[config.mk]
export PLATFORM = sky130hd
export DESIGN_NAME = alu_seq
export DESIGN_NICKNAME = d
export VERILOG_FILES = /design/src/rtl/alu_seq.sv
export SDC_FILE = /design/constraint.sdc
export NUM_CORES = 1
export LEC_CHECK = 0
export ABC_AREA = 0
export ABC_CLOCK_PERIOD_IN_PS = 4600
export CAP_MARGIN = 25
export CORE_UTILIZATION = 39
export CTS_CLUSTER_DIAMETER = 200
export CTS_CLUSTER_SIZE = 30
export DETAILED_ROUTE_END_ITERATION = 7
export GPL_TIMING_DRIVEN = 1
export REMOVE_ABC_BUFFERS = 1
export SYNTH_ARGS = -nofsm -noshare
export SYNTH_HDL_FRONTEND = slang
export SYNTH_SLANG_ARGS = --single-unit
[constraint.sdc]
create_clock -name clk -period 4.6 [get_ports clk]
set_clock_uncertainty 0.15 [all_clocks]
set_input_delay 0.46 -clock clk [delete_from_list [all_inputs] [get_ports clk]]
set_output_delay 0.46 -clock clk [all_outputs]
set_load 0.03 [all_outputs]
[src/rtl/alu_seq.sv]
// alu_seq: valid/ready ALU; single-cycle logic ops, shift-add MUL and restoring DIV.
// Rev 1.0
`default_nettype none
`timescale 1ns/1ps

module alu_seq #(
  parameter int WIDTH = 8,
  parameter int CNT_W = 6
) (
  input  logic             clk,
  input  logic             rst_n,
  input  logic             in_valid,
  output logic             in_ready,
  input  logic [WIDTH-1:0] A,
  input  logic [WIDTH-1:0] B,
  input  logic [3:0]       control,
  output logic             out_valid,
  input  logic             out_ready,
  output logic [WIDTH-1:0] out,
  output logic [WIDTH-1:0] out_hi,
  output logic [7:0]       flags
);

  localparam logic [3:0] OP_PASS = 4'b0000;
  localparam logic [3:0] OP_AND  = 4'b0001;
  localparam logic [3:0] OP_ADD  = 4'b0010;
  localparam logic [3:0] OP_SUB  = 4'b0011;
  localparam logic [3:0] OP_OR   = 4'b0100;
  localparam logic [3:0] OP_NOT  = 4'b0101;
  localparam logic [3:0] OP_SHL  = 4'b0110;
  localparam logic [3:0] OP_SHR  = 4'b0111;
  localparam logic [3:0] OP_LT   = 4'b1000;
  localparam logic [3:0] OP_MUL  = 4'b1001;
  localparam logic [3:0] OP_DIV  = 4'b1010;

  typedef enum logic [1:0] {IDLE, MUL, DIV, DONE} state_t;

  state_t             state_q;
  logic [CNT_W-1:0]   cnt_q;
  logic [WIDTH-1:0]   hi_q, lo_q, b_q;
  logic               gt_q;
  logic [WIDTH-1:0]   out_q, out_hi_q;
  logic [7:0]         flags_q;

  logic [WIDTH-1:0]   hi_d, lo_d;
  logic [WIDTH:0]     add_s, sub_s, mul_sum, div_r;
  logic [WIDTH-1:0]   div_sub;
  logic               div_ge;
  logic [WIDTH-1:0]   res_out, res_hi;
  logic [7:0]         res_flags;

  // Results of the ops that complete on the accepting edge.
  always_comb begin
    add_s     = {1'b0, A} + {1'b0, B};
    sub_s     = {1'b0, A} - {1'b0, B};
    res_out   = '0;
    res_hi    = '0;
    res_flags = '0;
    case (control)
      OP_PASS: res_out = B;
      OP_AND:  res_out = A & B;
      OP_ADD: begin
        res_out      = add_s[WIDTH-1:0];
        res_flags[0] = add_s[WIDTH];
        res_flags[3] = (A[WIDTH-1] == B[WIDTH-1]) && (add_s[WIDTH-1] != A[WIDTH-1]);
      end
      OP_SUB: begin
        res_out      = sub_s[WIDTH-1:0];
        res_flags[0] = sub_s[WIDTH];
        res_flags[3] = (A[WIDTH-1] != B[WIDTH-1]) && (sub_s[WIDTH-1] != A[WIDTH-1]);
      end
      OP_OR:   res_out = A | B;
      OP_NOT:  res_out = ~A;
      OP_SHL: begin
        res_out      = {A[WIDTH-2:0], 1'b0};
        res_flags[0] = A[WIDTH-1];
      end
      OP_SHR: begin
        res_out      = {1'b0, A[WIDTH-1:1]};
        res_flags[0] = A[0];
      end
      OP_LT:   res_out = {{(WIDTH-1){1'b0}}, (A < B)};
      OP_MUL:  res_out = '0;
      OP_DIV: begin
        // Only reaches the output path when B is zero.
        res_out      = '1;
        res_hi       = A;
        res_flags[4] = 1'b1;
      end
      default: res_flags[5] = 1'b1;
    endcase
    res_flags[1] = (res_out == '0);
    res_flags[2] = (A > B);
  end

  // One MUL/DIV step: hi holds partial product / remainder, lo holds multiplier / quotient.
  always_comb begin
    mul_sum = {1'b0, hi_q} + (lo_q[0] ? {1'b0, b_q} : {(WIDTH+1){1'b0}});
    div_r   = {hi_q, lo_q[WIDTH-1]};
    div_ge  = (div_r >= {1'b0, b_q});
    div_sub = div_r[WIDTH-1:0] - b_q;
    if (state_q == DIV) begin
      hi_d = div_ge ? div_sub : div_r[WIDTH-1:0];
      lo_d = {lo_q[WIDTH-2:0], div_ge};
    end else begin
      hi_d = mul_sum[WIDTH:1];
      lo_d = {mul_sum[0], lo_q[WIDTH-1:1]};
    end
  end

  always_ff @(posedge clk or negedge rst_n) begin
    if (!rst_n) begin
      state_q  <= IDLE;
      cnt_q    <= '0;
      hi_q     <= '0;
      lo_q     <= '0;
      b_q      <= '0;
      gt_q     <= 1'b0;
      out_q    <= '0;
      out_hi_q <= '0;
      flags_q  <= '0;
    end else begin
      case (state_q)
        IDLE: begin
          if (in_valid) begin
            hi_q  <= '0;
            lo_q  <= A;
            b_q   <= B;
            gt_q  <= (A > B);
            cnt_q <= CNT_W'(WIDTH);
            if (control == OP_MUL) begin
              state_q <= MUL;
            end else if ((control == OP_DIV) && (B != '0)) begin
              state_q <= DIV;
            end else begin
              state_q  <= DONE;
              out_q    <= res_out;
              out_hi_q <= res_hi;
              flags_q  <= res_flags;
            end
          end
        end
        MUL, DIV: begin
          hi_q  <= hi_d;
          lo_q  <= lo_d;
          cnt_q <= cnt_q - CNT_W'(1);
          if (cnt_q == CNT_W'(1)) begin
            state_q  <= DONE;
            out_q    <= lo_d;
            out_hi_q <= hi_d;
            flags_q  <= {5'b0, gt_q, (lo_d == '0), (state_q == MUL) && (hi_d != '0)};
          end
        end
        DONE: begin
          if (out_ready) state_q <= IDLE;
        end
        default: state_q <= IDLE;
      endcase
    end
  end

  assign in_ready  = (state_q == IDLE);
  assign out_valid = (state_q == DONE);
  assign out       = out_q;
  assign out_hi    = out_hi_q;
  assign flags     = flags_q;

endmodule

`default_nettype wire

; ---- Word-level counts from Yosys, hierarchy flattened
; Index checks and enable logic that the tools add are counted.
[classes]
add_sub_neg = 5
magnitude_cmp = 3
n_eq_ne = 23
mux = 37
bitwise = 3
reduce_logical = 17
[ops]
columns = operator, n
row1 = two-way mux 8 bit, 19
row2 = case mux 8 bit (10 select lines), 1
row3 = case mux 8 bit (2 select lines), 5
row4 = adder 8 x 8 -> 9 bit, 2
row5 = == test 4 x 3 -> 1 bit (second input constant), 4
row6 = zero test 8 bit, 2
row7 = nonzero test 8 bit, 2
row8 = == test 4 bit (second input constant), 3
row9 = case mux 6 bit (2 select lines), 1
row10 = OR reduction 10 bit, 1
row11 = greater-or-equal comparator 9 x 8 -> 1 bit, 1
row12 = subtractor 8 x 8 -> 9 bit, 1
row13 = AND 8 bit, 1
row14 = == test 4 x 2 -> 1 bit (second input constant), 2
row15 = > comparator 8 bit, 1
row16 = < comparator 8 bit, 1
row17 = two-way mux 2 bit, 4
row18 = != test 2 bit (second input constant), 4
row19 = NOT 8 bit, 1
row20 = bitwise OR 8 bit, 1
row21 = subtractor 8 bit, 1
row22 = == test 6 x 1 -> 1 bit (second input constant), 1
row23 = two-way mux 6 bit, 1
row24 = case mux 2 bit (3 select lines), 1
row25 = other kinds (18), 27
[totals]
regBits = 57
input_bits = 24
elab_cells = 97

; ---- Longest topological paths before layout
; Gate-level depths: netlist (run 1).
[depth]
ltp_word = 8
mapped_depth = 12
depth_no_buf = 12

; ---- Worst setup path after synthesis (run 1)
; No wires, ideal clock.
[synth_path]
path_kind = register to register
startpoint = register lo_q[0]
endpoint = register flags_q[0] (netlist: flags[0])
setup_time_ns = 0.126
arrival_time_ns = 3.031
path_slack_ns = 1.293
stages_incl_launch_ff = 12
path_cell_list = dfrtp_1 -> and2_1 -> ha_1 -> fa_1 -> a211oi_1 -> o21bai_1 -> a21oi_1 -> xor2_1 -> nor2_1 -> a2111o_1 -> or4_1 -> a221o_1
[synth_via]
elab_chain_cells = 7
[synth_lines]
columns = item, line
row1 = "start, declared", 40  ; logic [WIDTH-1:0] hi_q, lo_q, b_q;
row2 = "start signal, assigned", 145  ; lo_q <= lo_d;
row3 = two-way mux 8 bit, 98  ; mul_sum = {1'b0, hi_q} + (lo_q[0] ? {1'b0, b_q} : {(WIDTH+1){1'b0}});
row4 = adder 8 x 8 -> 9 bit, 98
row5 = two-way mux 8 bit, 102  ; if (state_q == DIV) begin
row6 = nonzero test 8 bit, 151  ; flags_q <= {5'b0, gt_q, (lo_d == '0), (state_q == MUL) && (hi_d != '0)};
row7 = logical AND 1 bit, 151
row8 = two-way mux 8 bit, 147  ; if (cnt_q == CNT_W'(1)) begin
row9 = case mux 8 bit (2 select lines), 123  ; case (state_q)
row10 = "end signal, assigned", 139  ; flags_q <= res_flags;
row11 = "end signal, assigned", 151
row12 = "end, declared", 43  ; logic [7:0] flags_q;
; No other way between the ends. The select of a mux whose other input is x is not followed.
; A chain may end at the register's enable or synchronous reset.

; ---- Final worst setup path (run 1)
; Ends and elaborated chain as after synthesis.

==> summary.md, run 1 <==
| Metric | Value |
|---|---|
| Status | finished clean |
| Syn_area_per_cell | 7.78 um^2 |
| P_leak | 2.62 nW |
| CTS sink count | 55 |
| # diodes | 0 |
| Drt drc | 0 |
| Worst-path clk slew | 70 ps |
| CTS max path bufs | 2 |
| Setup violators final | 0 |
| Area of the mapped netlist | 5090 um^2 |
| Initial core utilization | 40.2% |
| Ys flop type | dfrtp_1 |
| Register area | 1380 um^2 |
| Final setup margin | 756 ps |
| Crit Path Max Fanout | 10 |
| Yosys reg bits | 55 |
| Worst Setup EP | flags[0]$_DFFE_PN0P_ |
| Multi-input combinational cell area | 3410 um^2 |
| Most frequent cells in the layout | nand2_1 (100), dfrtp_1 (55), ha_1 (48), clkdlybuf4s50_1 (46), nor2_1 (45) |
| Grt ovf | 0 |
| Die Ht | 116 um |
| CTS tree | done |
| Drt initial violations | 317 |
| Post-CTS sizing | 0 |
| First-pass GRT wire length | 25400 um |
| Die area | 13500 um^2 |
| Peak supply drop | 0.201 mV |
| Post-CTS Setup Bufs | 0 |
| Fill count | 1297 |
| CP required | 4640 ps |
| R2R setup slack | 760 ps |
| F_max | 260 MHz |
| Vias in the first global route | 4646 |
| Worst hold path type | in -> async |
| H-Tree Depth | 2 |
| Initial antenna violation count | 0 |
| RSZ-0062 raised after global routing | no |
| Worst Setup SP | lo_q[0]$_DFFE_PN0P_ |
| Largest net degree at the start of global routing | 56 |
| GRT Overall Usage | 24.7% |
| Final min period | 3840 ps |
| Reg2reg start | lo_q[0]$_DFFE_PN0P_ |
| Via count | 4967 |
| R2R cell count | 11 |
| Post-synth EDFFs | 0 |
| Hpwl dp | 12600 um |
| Post-Place Setup Slack | 830 ps |
| Netlist cell types | 72 |
| PortBufs | 47 |
| CTS root buf | clkbuf_16 |
| Gate Count Post-Synth | 655 |
| Reg-to-Reg End | flags[0]$_DFFE_PN0P_ |
| MaxCap Viol Count | 0 |
| # nets final | 759 |
| Total CTS buffers | 5 |
| Crit. End Element | flip-flop |
| Power, Total | 0.00406 W |
| CP Data Arrival Time | 3880 ps |
| Die X | 116 um |
| Overall routed net length | 16100 um |
| Startpoint types | flip-flop |
| Fin. Hold Viols | 0 |
| I/O pin cnt | 50 |
| Vias/cell | 5.80 |
| Final GP Congestion | 0.992 |
| Most common cell after layout, fill and taps aside | nand2_1 |
| Min Hold Slack | 133 ps |
| Layout cells sized above 1 | 5.12% |
| Area Overhead vs Synth | 15.6% |
| Detail Route Antenna Nets | 0 |
| Post-synth ARST share | 100% |
| Power per standard cell area | 689 nW/um^2 |
| Setup_tns | 0 ps |
| Hold-fix buffers at CTS | 0 |
| Synth warn | 0 |
| Rows | 41 |
| Slew margin rel. | 31.2% |
| Clk Latency, worst-skew pair | 300 ps |
| Final worst path period share | 83.6% |
| Actual slew at the worst max-slew pin | 1030 ps |
| Post-synthesis sequential area ratio | 27.0% |
| Slew Viols, Final | 0 |
| Core outline area | 12700 um^2 |
| Drt pass-1 iters | 5 |
| Setup CP Type | reg -> reg |
| Routed wire per std cell | 18.9 um |
-- registers in the layout, indices dropped and copies added (netlist names) --
name,count
gt_q,1
lo_q,8
hi_q,8
out,8
b_q,8
cnt_q,6
state_q,2
out_hi,8
flags,6
-- worst max-delay path, stage by stage, from the launching register on --
cell	delay, ps
dfrtp_1	480
and2_1	190
ha_1	210
fa_1	430
a211oi_1	290
o21bai_1	140
a2111oi_0	540
nor4_1	130
a21oi_1	290
o31ai_1	150
or4_1	430
a221o_1	300
-- cell type report --
class,count,area share (%)
flip-flops and latches,55,23.4
clock inverters,3,1.15
repair buffers,56,9.05
well taps,172,3.65
multi-input cells,522,57.9
clock buffers,5,2.12
inverters,43,2.74
-- where the power goes --
part / leakage (nW) / internal, W / switching [W]
clock: 0.0900 / 0.000312 / 0.000183
sequential: 0.703 / 0.000694 / 0.000184
combinational: 1.82 / 0.000995 / 0.00169
-- cells by family (layout without fill, tap and decap cells) --
group | count (synthesis) | count (layout) | synth area share, %
fa+ha+maj | 52 | 52 | 13.4
buf+inv | 79 | 107 | 6.11
other cells | 1 | 2 | 0.0736
simple gates | 229 | 229 | 20.5
mux | 15 | 15 | 3.51
flops | 55 | 55 | 27.0
compound gates | 210 | 210 | 27.0
xor+xnor | 14 | 14 | 2.41
-- layer usage --
metal	share of wire, %	vias up	global-route usage (%)
li1	-	2395	-
met1	43	2383	31.6
met2	49	162	42.8
met3	3.8	27	2.39
met4	3.3	0	10.3
met5	0	-	0
-- per-stage QoR --
| step | area [um^2] | cells | util (%) |
|---|---|---|---|
| 2_1_floorplan | 4950 | 620 | - |
| 3_3_place_gp | 5700 | 848 | 45.0 |
| 3_5_place_dp | 5700 | 848 | 45.0 |
| 4_1_cts | 5890 | 856 | 46.5 |
| 5_1_grt | 5890 | 856 | 46.5 |
| 6_report | 5890 | 856 | 46.5 |
-- cell usage after synthesis, types with 22 or more instances --
cell type  count  share of area (%)
nand2_1      100                7.4
o21ai_0       35                3.4
a21oi_1       40                3.9
dfrtp_1       55                 27
ha_1          48                 12
o21ai_1       35                3.4
inv_1         37                2.7
nor2_1        45                3.3
nand3_1       22                2.2
clkbuf_1      29                2.1
-- how the worst min path moves through the flow --
stage	start	endpoint	slack, ps	depth (start not counted)
after floorplan	rst_n	b_q[0]$_DFFE_PN0P_	10	0
after global placement	flags[3]$_DFFE_PN0P_	flags[3]$_DFFE_PN0P_	320	2
after detailed placement	flags[5]$_DFFE_PN0P_	flags[5]$_DFFE_PN0P_	320	2
after CTS	rst_n	cnt_q[2]$_DFFE_PN0P_	170	2
after global routing	rst_n	cnt_q[2]$_DFFE_PN0P_	200	2
final	rst_n	cnt_q[2]$_DFFE_PN0P_	130	2
No activity file was read; power rests on OpenSTA's default activity.
==> run 2: changes to the inputs <==
ABC_CLOCK_PERIOD_IN_PS = 3900   (was 4600)
clock period = 3.9 ns   (was 4.6 ns; I/O delays follow)
==> summary.md, run 2 (same netlist as run 1, synthesis figures left out) <==
| Metric | Value |
|---|---|
| Status | finished clean |
| Crit Path Max Fanout | 10 (unchanged) |
| Routed wire per std cell | 18.1 um (-4.0%) |
| CTS root buf | clkbuf_16 |
| Total CTS buffers | 5 (unchanged) |
| Core outline area | 12700 um^2 (unchanged) |
| F_max | 278 MHz (+6.7%) |
| Drt drc | 0 (unchanged) |
| Detail Route Antenna Nets | 0 (unchanged) |
| Setup CP Type | reg -> reg |
| CP top delay family | compound AO/OA/AOI/OAI gates |
| First-pass GRT wire length | 25100 um (-1.2%) |
| GRT Overall Usage | 24.1% (-0.61 points) |
| Initial core utilization | 40.2% (unchanged) |
| PortBufs | 47 (unchanged) |
| Setup violators final | 0 (unchanged) |
| Critical Path Max Stage Delay | 480 ps (-60 ps) |
| P_leak | 2.64 nW (+0.90%) |
| Worst-path clk slew | 80 ps (about the same) |
| Via count | 4965 (-0.040%) |
| Slew Viols, Final | 0 (unchanged) |
| Grt ovf | 0 (unchanged) |
| Final min period | 3600 ps (-242 ps) |
| Die Ht | 116 um (unchanged) |
| Actual slew at the worst max-slew pin | 1020 ps (-12.9 ps) |
| CP Data Arrival Time | 3640 ps (-240 ps) |
| Overall routed net length | 15700 um (-2.9%) |
| Area Overhead vs Synth | 16.3% |
| Hold_sp | out_hi[3]$_DFFE_PN0P_ |
| RSZ-0062 raised after global routing | no |
| MaxCap Viol Count | 0 (unchanged) |
| CP required | 3940 ps (-700 ps) |
| Vias/cell | 5.73 (-1.2%) |
| CTS sink count | 55 (unchanged) |
| # diodes | 0 (unchanged) |
| Worst hold path type | reg -> reg |
| Final setup margin | 298 ps (-458 ps) |
| Setup_tns | 0 ps (unchanged) |
| Critical path, cell by cell | and2_1 -> ha_1 -> fa_1 -> a211oi_1 -> o21bai_1 -> a21oi_1 -> xor2_1 -> nor2_1 -> a2111o_1 -> or4_1 -> a221o_1 |
| CTS tree | done |
| Crit-path slowest cell | or4_1 |
| Vias in the first global route | 4771 (+2.7%) |
| Slew margin rel. | 32.1% (+0.86 points) |
| Die area | 13500 um^2 (unchanged) |
| Drt pass-1 iters | 5 (unchanged) |
| Reg2reg start | lo_q[0]$_DFFE_PN0P_ |
| Worst Setup SP | lo_q[0]$_DFFE_PN0P_ |
| CP bufs+invs | 0 (unchanged) |
| Hold path depth | 2 |
| CTS max path bufs | 2 (unchanged) |
| Die X | 116 um (unchanged) |
| Post-CTS Setup Bufs | 0 (unchanged) |
| H-Tree Depth | 2 (unchanged) |
| Final worst path period share | 92.4% (+8.8 points) |
| Post-Place Setup Slack | 337 ps (-493 ps) |
| WHS Endpoint | out_hi[3]$_DFFE_PN0P_ |
| Reg-to-Reg End | flags[0]$_DFFE_PN0P_ |
| Rows | 41 (unchanged) |
| Peak supply drop | 0.240 mV (+19%) |
| Final GP Congestion | 0.978 (-1.4%) |
| Power per standard cell area | 790 nW/um^2 (+15%) |
| Initial antenna violation count | 0 (unchanged) |
| Layout cells sized above 1 | 6.34% (+1.2 points) |
| R2R cell count | 11 (unchanged) |
| # nets final | 769 (+1.3%) |
| Hpwl dp | 12500 um (-1.1%) |
| Crit. End Element | flip-flop |
| Most common cell after layout, fill and taps aside | nand2_1 |
| I/O pin cnt | 50 (unchanged) |
| Most frequent cells in the layout | nand2_1 (100), dfrtp_1 (55), ha_1 (48), clkdlybuf4s50_1 (46), nor2_1 (45) |
| Clk Latency, worst-skew pair | 300 ps (about the same) |
| Fin. Hold Viols | 0 (unchanged) |
| Drt initial violations | 330 (+4.1%) |
| R2R setup slack | 300 ps (-460 ps) |
| Startpoint types | flip-flop |
| Largest net degree at the start of global routing | 35 (-38%) |
run 2: changes by cell type in the layout (fill, tap and decap cells not counted):
cell           delta
dlygate4sd3_1     +1
bufinv_16         -2
inv_6             +1
buf_4             +9
clkinvlp_4        +1
run 2: how the worst max path moves through the flow:
stage | endpoint | depth (start not counted) | slack [ps]
finish | flags[0]$_DFFE_PN0P_ | 11 | 300
detailed placement | flags[1]$_DFFE_PN0P_ | 11 | 340
global placement | flags[1]$_DFFE_PN0P_ | 11 | 350
floorplan | flags[1]$_DFFE_PN0P_ | 9 | 510
CTS | flags[0]$_DFFE_PN0P_ | 11 | 300
global route | flags[0]$_DFFE_PN0P_ | 11 | 100
run 2: cell type report:
class | count | area (um^2)
Multi-Input combinational cell | 522 | 3410
Clock buffer | 5 | 125
Clock inverter | 3 | 23.8
Sequential cell | 55 | 1380
Tap cell | 172 | 215
Timing Repair Buffer | 66 | 611
Inverter | 43 | 161
Fill cell | 1301 | 6750
run 2: through the flow:
step                hold slack [ps]  area (um^2)  cells  total power, W  utilization (%)
global placement                227         5760    857         0.00418             45.5
floorplan                     -55.6         4950    620         0.00316                -
finish                          334         5920    866         0.00468             46.7
global route                    371         5920    866         0.00507             46.7
detailed placement              227         5760    857         0.00421             45.5
CTS                             341         5920    866         0.00469             46.7
run 2: timing repair:
item,in CTS,in global routing
gates resized for setup,0,0
hold buffers,1,0
hold endpoints to repair,21,0
endpoints found under the setup margin,0,0
run 2: per-layer routing:
layer	up-vias	routed length, um	GRT usage, %
li1	2419	-	-
met1	2363	6880	31.0
met2	157	7830	43.0
met3	26	642	2.13
met4	0	326	7.01
met5	-	0	0
run 2: worst register-to-register path, cell delays in order, from the launching register on:
cell,delay (ps)
dfrtp_1,470
and2_1,180
ha_1,210
fa_1,420
a211oi_1,300
o21bai_1,150
a21oi_1,200
xor2_1,170
nor2_1,70
a2111o_1,390
or4_1,480
a221o_1,300
run 2: report_power, final:
group | internal [W] | switching [W]
sequential | 0.000818 | 0.000216
combinational | 0.00121 | 0.00197
clock | 0.000241 | 0.000216
total | 0.00227 | 0.00241
==> run 3: changes to the inputs <==
ABC_AREA = 1   (was 0)
==> summary.md, run 3 <==
| Metric | Value |
|---|---|
| Rows | 41 (unchanged) |
| CTS sink count | 55 (unchanged) |
| Actual slew at the worst max-slew pin | 886 ps (-131 ps) |
| Startpoint types | primary input |
| Synth top cells by count | nand2_1 (180), inv_1 (101), nor2_1 (75) |
| Setup CP Type | in -> reg |
| Post-CTS sizing | 0 (unchanged) |
| Die X | 116 um (+0.11%) |
| Routed wire per std cell | 16.8 um (-7.5%) |
| Synth area leaders | dfrtp_1 (27%), nand2_1 (13%), ha_1 (12%), inv_1 (7.4%), o21ai_0 (6.0%) |
| Most frequent cells in the layout | nand2_1 (180), inv_1 (101), nor2_1 (75), o21ai_0 (61), nand3_1 (60) |
| Gate Count Post-Synth | 764 (+17%) |
| Status | finished clean |
| Overall routed net length | 16400 um (+4.6%) |
| GRT Overall Usage | 25.4% (+1.2 points) |
| Core outline area | 12700 um^2 (unchanged) |
| Vias/cell | 5.28 (-7.9%) |
| Hold-fix buffers at CTS | 0 (-1) |
| # diodes | 0 (unchanged) |
| Grt ovf | 0 (unchanged) |
| I/O pin cnt | 50 (unchanged) |
| Syn_area_per_cell | 6.68 um^2 (-14%) |
| Netlist cell types | 52 (-28%) |
| Crit Path Max Fanout | 8 (-2) |
| Clk Latency, worst-skew pair | 300 ps (about the same) |
| Worst-path clk slew | 80 ps (about the same) |
| P_leak | 2.97 nW (+13%) |
| Vias in the first global route | 5061 (+6.1%) |
| Power per standard cell area | 818 nW/um^2 (+3.5%) |
| PortBufs | 47 (unchanged) |
| Area Overhead vs Synth | 15.5% |
| Post-CTS Setup Bufs | 0 (unchanged) |
| Count leader, synth | nand2_1 |
| Post-synth ARST share | 100% (unchanged) |
| Initial core utilization | 40.3% (+0.089 points) |
| Largest net degree at the start of global routing | 40 (+14%) |
| Hpwl dp | 13300 um (+6.6%) |
| Die Ht | 116 um (+0.11%) |
| Fill count | 1346 (+3.5%) |
| Initial antenna violation count | 0 (unchanged) |
| Post-synth top area cell | dfrtp_1 |
| Slew margin rel. | 40.9% (+8.9 points) |
| Post-synth EDFFs | 0 (unchanged) |
| CTS root buf | clkbuf_16 |
| Peak supply drop | 0.295 mV (+23%) |
| Drt pass-1 iters | 5 (unchanged) |
| Drt drc | 0 (unchanged) |
| Slew Viols, Final | 0 (unchanged) |
| Worst hold path type | in -> async |
| F_max | 342 MHz (+23%) |
| First-pass GRT wire length | 26200 um (+4.3%) |
| Layout cells sized above 1 | 5.08% (-1.3 points) |
| Post-synthesis sequential area ratio | 27.0% (-0.060 points) |
| CP required | 3980 ps (+40 ps) |
| Detail Route Antenna Nets | 0 (unchanged) |
| Setup violators final | 0 (unchanged) |
| Final min period | 2930 ps (-675 ps) |
| Crit. End Element | flip-flop |
| Ys flop type | dfrtp_1 |
| CP Data Arrival Time | 3010 ps (-630 ps) |
| # nets final | 882 (+15%) |
| Most common cell after layout, fill and taps aside | nand2_1 |
| Area of the mapped netlist | 5110 um^2 (+0.22%) |
| Total CTS buffers | 5 (unchanged) |
| CTS tree | done |
| Setup_tns | 0 ps (unchanged) |
| MaxCap Viol Count | 0 (unchanged) |
| Drt initial violations | 361 (+9.4%) |
| RSZ-0062 raised after global routing | no |
| Synth top area share | 27.0% (-0.060 points) |
| Min Hold Slack | 49.9 ps (-284 ps) |
| Final worst path period share | 75.1% (-17 points) |
| Synth warn | 0 (unchanged) |
| H-Tree Depth | 2 (unchanged) |
| Yosys reg bits | 55 (unchanged) |
| Fin. Hold Viols | 0 (unchanged) |
| CTS max path bufs | 2 (unchanged) |
| Via count | 5172 (+4.2%) |
| Die area | 13600 um^2 (+0.22%) |
| Final GP Congestion | 0.904 (-7.6%) |
| R2R cell count | 12 (+1) |
-- run 3: final timing paths --
kind,start,end,slack (ps)
max in group asynchronous,rst_n,b_q[1]$_DFFE_PN0P_,2760
setup / recovery,A[2],flags[1]$_DFFE_PN0P_,970
setup reg to reg,state_q[0]$_DFFE_PN0P_,flags[5]$_DFFE_PN0P_,1070
hold reg to reg,out_hi[2]$_DFFE_PN0P_,out_hi[2]$_DFFE_PN0P_,340
min in group clk,out_hi[2]$_DFFE_PN0P_,out_hi[2]$_DFFE_PN0P_,340
hold / removal,rst_n,cnt_q[3]$_DFFE_PN0P_,50
-- run 3: metal layers --
metal  share of wire (%)  GRT usage (%)
met5                   0              0
met2                  49           44.8
met4                 3.6           10.3
met3                 3.9           2.08
met1                  44           31.9
-- run 3: metrics by stage --
stage	total power [W]	cells	instance area (um^2)	util, %	worst slack, ps
after detailed placement	0.00436	971	5750	45.3	674
after floorplan	0.00328	741	4980	-	1000
final	0.00482	979	5900	46.5	972
after global routing	0.00528	979	5900	46.5	757
after CTS	0.00484	979	5900	46.5	993
after global placement	0.00430	971	5750	45.3	673
-- run 3: cells by family after synthesis --
logic type               count (synthesis)  share of synthesized area (%)
AND/OR/NAND/NOR                        371                           31.5
buffers and inverters                  132                           10.4
other                                    1                         0.0734
flip-flops                              55                           27.0
XOR/XNOR                                 3                          0.515
adder cells (fa/ha/maj)                 52                           13.3
AO/OA/AOI/OAI                          150                           17.2
-- run 3: final cells by class --
cell class              count  area [um^2]  share of cell area, %
clock buffers               5          125                   2.12
clock inverters             3         27.5                  0.467
inverters                 108          405                   6.87
multi-input cells         578         3200                   54.3
flip-flops and latches     55         1380                   23.3
well taps                 172          215                   3.65
repair buffers             58          548                   9.29
-- run 3: power by group --
part           total, W  switching [W]  internal, W
registers       0.00105       0.000206     0.000846
clock network  0.000471       0.000227     0.000244
logic           0.00330        0.00215      0.00115
total           0.00482        0.00259      0.00224
-- run 3: critical path, cell delays in order --
cell and delay (ps):
clkdlybuf4s50_1 580, inv_1 140, ha_1 440, inv_1 170, nand2_1 120, o21ai_2 220, nand3_1 150, o211ai_1 250
nand3_1 200, nor2_1 130, nand3_1 80, a21boi_1 130
